## src/rtl/exception_ctrl.sv

```systemverilog
// Exception controller: prioritised entry from decode flags or a synchronised external
// interrupt, one-cycle redirect pulses on handler entry and return, sticky double-fault flag.
module exception_ctrl #(
    parameter logic [63:0] VECTOR_ADDR  = 64'h0000_0000_0000_00D8,
    parameter logic [3:0]  CODE_IRQ     = 4'b0001,
    parameter logic [3:0]  CODE_BADOP   = 4'b0010,
    parameter logic [3:0]  CODE_BADERET = 4'b0011
) (
    input  logic        clk,
    input  logic        reset,
    input  logic        ExtIRQ,
    input  logic        BadOpcode,
    input  logic        ERet,
    input  logic [63:0] PC_D,
    output logic        PCRedirect,
    output logic [63:0] RedirectPC,
    output logic [63:0] ELR,
    output logic [3:0]  ESR,
    output logic        InExc,
    output logic        DoubleFault
);

    typedef enum logic [1:0] {S_IDLE, S_ENTER, S_HANDLER, S_RETURN} state_t;

    state_t      state_q;
    logic        sync1_q, sync2_q, sync_prev_q;
    logic        irq_pend_q, irq_pend_d;
    logic        irq_take;
    logic [63:0] elr_q;
    logic [3:0]  esr_q;
    logic        dfault_q;

    // A new rising edge of the synchronised level wins over a same-cycle acceptance.
    always_comb begin
        irq_take   = (state_q == S_IDLE) && !BadOpcode && !ERet && irq_pend_q;
        irq_pend_d = (sync2_q && !sync_prev_q) || (irq_pend_q && !irq_take);
    end

    always_ff @(posedge clk or posedge reset) begin
        if (reset) begin
            state_q     <= S_IDLE;
            sync1_q     <= 1'b0;
            sync2_q     <= 1'b0;
            sync_prev_q <= 1'b0;
            irq_pend_q  <= 1'b0;
            elr_q       <= '0;
            esr_q       <= '0;
            dfault_q    <= 1'b0;
        end else begin
            sync1_q     <= ExtIRQ;
            sync2_q     <= sync1_q;
            sync_prev_q <= sync2_q;
            irq_pend_q  <= irq_pend_d;
            case (state_q)
                S_IDLE: begin
                    if (BadOpcode) begin
                        elr_q   <= PC_D;
                        esr_q   <= CODE_BADOP;
                        state_q <= S_ENTER;
                    end else if (ERet) begin
                        elr_q   <= PC_D;
                        esr_q   <= CODE_BADERET;
                        state_q <= S_ENTER;
                    end else if (irq_pend_q) begin
                        elr_q   <= PC_D;
                        esr_q   <= CODE_IRQ;
                        state_q <= S_ENTER;
                    end
                end
                S_ENTER: state_q <= S_HANDLER;
                S_HANDLER: begin
                    if (BadOpcode) begin
                        dfault_q <= 1'b1;
                    end else if (ERet) begin
                        state_q <= S_RETURN;
                    end
                end
                S_RETURN: state_q <= S_IDLE;
                default:  state_q <= S_IDLE;
            endcase
        end
    end

    always_comb begin
        PCRedirect  = (state_q == S_ENTER) || (state_q == S_RETURN);
        RedirectPC  = '0;
        if (state_q == S_ENTER) begin
            RedirectPC = VECTOR_ADDR;
        end else if (state_q == S_RETURN) begin
            RedirectPC = elr_q;
        end
        InExc       = (state_q == S_ENTER) || (state_q == S_HANDLER);
        ELR         = elr_q;
        ESR         = esr_q;
        DoubleFault = dfault_q;
    end

endmodule

```

## config.mk

```make
export PLATFORM = sky130hd
export DESIGN_NAME = exception_ctrl
export DESIGN_NICKNAME = d
export VERILOG_FILES = /design/src/rtl/exception_ctrl.sv
export SDC_FILE = /design/constraint.sdc
export NUM_CORES = 1
export LEC_CHECK = 0
export CAP_MARGIN = 20
export CELL_PAD_IN_SITES_DETAIL_PLACEMENT = 1
export CELL_PAD_IN_SITES_GLOBAL_PLACEMENT = 1
export CORE_ASPECT_RATIO = 1.4
export CORE_MARGIN = 2
export CORE_UTILIZATION = 25
export CTS_BUF_LIST = sky130_fd_sc_hd__clkbuf_2 sky130_fd_sc_hd__clkbuf_4 sky130_fd_sc_hd__clkbuf_8
export DETAILED_ROUTE_END_ITERATION = 8
export PLACE_DENSITY = 0.79
export SLEW_MARGIN = 30
export SYNTH_ARGS = -nofsm -noshare
export SYNTH_HDL_FRONTEND = slang
export SYNTH_SLANG_ARGS = --single-unit
export TNS_END_PERCENT = 1
```

## constraint.sdc

```tcl
create_clock -name clk -period 7.25 [get_ports clk]
set_input_delay 1.45 -clock clk [delete_from_list [all_inputs] [get_ports clk]]
set_output_delay 1.45 -clock clk [all_outputs]
set_load 0.02 [all_outputs]
```

== Word level (Yosys, flattened, before mapping) ==
Cells that the tools add are included.

* Equality and inequality tests: 6
* Reduce and logical (&&, ||, !) cells: 17
* Muxes and demuxes: 14

{| class="wikitable"
|+ Operators by type and width
! operator !! number
|-
| $mux W64 || 5
|-
| $mux W4 || 3
|-
| $mux W2 || 5
|-
| $pmux W2 S4 || 1
|-
| $logic_and A1 B1 Y1 || 5
|-
| $eq A2 B2 Y1 const B || 2
|-
| $logic_not A1 Y1 || 4
|-
| $ne A2 B2 Y1 const B || 2
|-
| $ne A4 B4 Y1 const B || 1
|-
| $reduce_and A2 Y1 || 2
|-
| $logic_or A1 B1 Y1 || 3
|-
| $reduce_and A3 Y1 || 1
|-
| $reduce_bool A3 Y1 || 1
|-
| $eq A2 B1 Y1 const B || 1
|-
| $logic_not A2 Y1 || 1
|}

* Bits of input ports: 69
* Bits in registers: 75

== Logic depth before layout (Yosys ltp) ==
* Word-level depth: 7
* Depth in mapped cells: 6
* Mapped depth without buffers: 5

== Least setup slack after synthesis ==
Ideal clock, no wire load.

* Path kind: register to output
* Start: register state_q[1]
* End: output RedirectPC[0]
* Path slack: 4.425 ns
* Arrival: 1.375 ns
* Cell stages (with the launch flop): 6
* Cells stage by stage: dfrtp_1 > inv_1 > ha_1 > nor2b_1 > clkbuf_1 > and2_1

* Cells in the longest elaborated chain, start to end: 3
* Elaborated cells on any way between the ends: 4
* Those cells by class: eq/ne: 2; mux: 2

{| class="wikitable"
|+ Ends and longest elaborated chain
! item !! RTL line !! RTL
|-
| start: declaration || 25 || <nowiki>state_t state_q;</nowiki>
|-
| start signal: assignment || 41 || <nowiki>state_q <= S_IDLE;</nowiki>
|-
| start signal: assignment || 59 || <nowiki>state_q <= S_ENTER;</nowiki>
|-
| start signal: assignment || 63 || <nowiki>state_q <= S_ENTER;</nowiki>
|-
| $eq A2 B2 Y1 || 89 || <nowiki>end else if (state_q == S_RETURN) begin</nowiki>
|-
| $mux W64 || 89 ||
|-
| $mux W64 (*) || 87 || <nowiki>if (state_q == S_ENTER) begin</nowiki>
|-
| end: declaration || 16 || <nowiki>output logic [63:0] RedirectPC,</nowiki>
|}

Every way passes the cells marked *; elsewhere a longest branch is shown, timed or not.

== Final worst setup path ==
* Start: register state_q[1]
* End: output RedirectPC[16]

Same word-level chain as after synthesis.

==> flow_summary.ini <==
[run_status]
outcome = completed

[grt]
track_usage_pct = 13.9
grt_max_degree = 74
grt_pass1_vias = 2918
grt_first_pass_wirelength_um = 16300
grt.overflow.total = 0
antenna_found_initial = 0

[place]
dp_cells = 618
gp_congestion = 0.720
dpl.hpwl_um = 7700
portBuffers = 201

[hold_path]
hold_path.class = reg2reg
hp-start = sync1_q

[final_layout]
fin_util_pct = 42.8
drive_above_1_share_pct = 19.8
area_growth_pct = 69.3
nets = 518
finalNonFillerCells = 635
diodes = 0

[synth]
synth_top_cell_by_area = dfrtp_1
synthTopCellsByArea = dfrtp_1, mux2_4, and2_1, mux2_2, buf_12
synth-seq-area-share_pct = 52.4
synth.top_cell.area_share_pct = 52.4
synth_cell_types = 22
netlist_area_um2 = 3480
synth_seq_cells = 73
yosysWarnings = 0
syn_area_per_cell_um2 = 14.3
syn-instance-count = 243

[sta]
fin_crit_ps = 4050
setup_violations = 0
finalCritPeriodShare_pct = 55.9
max_slew.worst_pin.slew_ps = 675
hold_viol = 0
fmax_ghz = 0.247
rsz0062_at_grt = no
hold_ws_ps = 363
report.final.slew_viol_count = 0
slew_headroom_pct = 55.0
skew_ps = 11.6
fin_setup_tns_ps = 0

[route]
vias = 2638
post_drt_wl_per_cell_um = 16.3
final_antenna_net_count = 0
vias_per_cell = 4.15
routed_wl_um = 10300
drtPass1Iterations = 3
drt_iter0_markers = 38
drc = 0

[floorplan]
ios = 204
die_y_um = 144
die_x_um = 104
dieArea_um2 = 14900
initial_utilization_pct = 25.3
core_area_um2 = 13800
rows = 51

[clock_network]
cts_tree = built
clk_pin_slew_ps = 80
cts_made_buffers = 9
htree_levels = 3
clockBufferDepth = 2
postCtsResizedCells = 0
clk_latency_ps = 340
cts_setup_buffers = 0
cts_hold_buf = 0
root_buffer = clkbuf_8
cts_sinks = 73

[power]
ir_drop_v = 0.000182
power_density_nw_per_um2 = 517
power_mw = 3.05
leakagePower_nw = 2.58

[setup_path]
worstPathMaxFanout = 32
required_ps = 5800
path_class = reg2out
reg2reg_from = state_q[0]
startpoint = state_q[1]
cp-start-kind = register
cp.arrival_ps = 2600
cp-end-kind = output pin

[job]
cap_violations = 0
[cell families after synthesis]
kind of cell             after synthesis  synth area share (%)
flip-flops                            73                  52.4
AND/OR/NAND/NOR                       66                  11.7
multiplexers                          65                  26.3
buffers and inverters                 22                  5.24
AO/OA/AOI/OAI                         12                  2.84
adder cells (fa/ha/maj)                4                  1.44
other                                  1                 0.108
[placed cells by master, fill, tap and decap left out, types with 2 or more instances in the layout]
cell type and n:
a21o_1 5, and2_1 60, buf_4 2, bufinv_16 3, clkbuf_8 12, clkdlybuf4s50_1 201, conb_1 2, dfrtp_1 73
ha_1 4, inv_1 6, mux2_2 16, mux2_4 49, nand2_1 3, o21ai_0 2
[state kept, by name, indices dropped and copies added (netlist names)]
register / flops
DoubleFault: 1
ELR: 64
ESR: 2
irq_pend_q: 1
state_q: 2
sync1_q: 1
sync2_q: 1
sync_prev_q: 1
[worst paths after layout]
check,endpoint,slack (ps),depth (start not counted)
worst max-delay path,RedirectPC[16],3200,6
worst min-delay path,sync2_q,360,0
worst max register to register,ELR[0],5230,5
worst min register to register,sync2_q,360,0
max in group asynchronous,ELR[56],5150,3
min in group asynchronous,ELR[63],1640,3
[synth_stat cells]
master and number:
o31ai_1 1, buf_4 3, o22a_1 1, a21o_1 5
mux2_2 16, or2_2 1, mux2_4 49, clkbuf_1 6
dfrtp_1 73, o31ai_4 1, a22oi_1 1, nor2b_1 1
buf_6 1, o22ai_1 1, buf_12 5, nor3b_1 1
conb_1 1, inv_1 7, ha_1 4, o21ai_0 2
nand2_1 3, and2_1 60
[critical path: stages, from the launching register on]
cell and delay, ps:
dfrtp_1 400, inv_1 80, ha_1 270, nor2b_4 510, buf_16 230, and2_1 160, clkdlybuf4s50_1 610
[where the power goes]
part / switching (mW) / total [mW] / leakage, nW / internal, mW
Clock: 0.156 / 0.413 / 0.129 / 0.257
Combinational: 0.839 / 1.86 / 1.60 / 1.02
Sequential: 0.167 / 0.778 / 0.845 / 0.612
Total: 1.16 / 3.05 / 2.58 / 1.89
[per-stage QoR]
| step | cell area [um2] | setup WS, ps |
|---|---|---|
| after floorplan | 3490 | 3950 |
| final | 5900 | 3200 |
| after global routing | 5900 | 2970 |
| after CTS | 5870 | 2900 |
| after detailed placement | 5610 | 3300 |
| after global placement | 5610 | 3460 |
[routing by layer]
layer	routed length (um)	part of all wire [%]	GRT usage, %	up-vias
met4	194	1.9	5.12	0
met5	0	0	0	-
met1	3660	35	14.4	1309
li1	-	-	-	1200
met2	5830	56	26.7	114
met3	640	6.2	4.08	15
[area by class of cell]
cell class	count	area [um2]
clock buffer	12	165
clock inverter	4	97.6
fill	1475	7880
inverter	7	26.3
multi-input combinational	149	1490
sequential	73	1830
tap	185	231
timing repair buffer	205	2070
No activity file was read; power rests on OpenSTA's default activity.
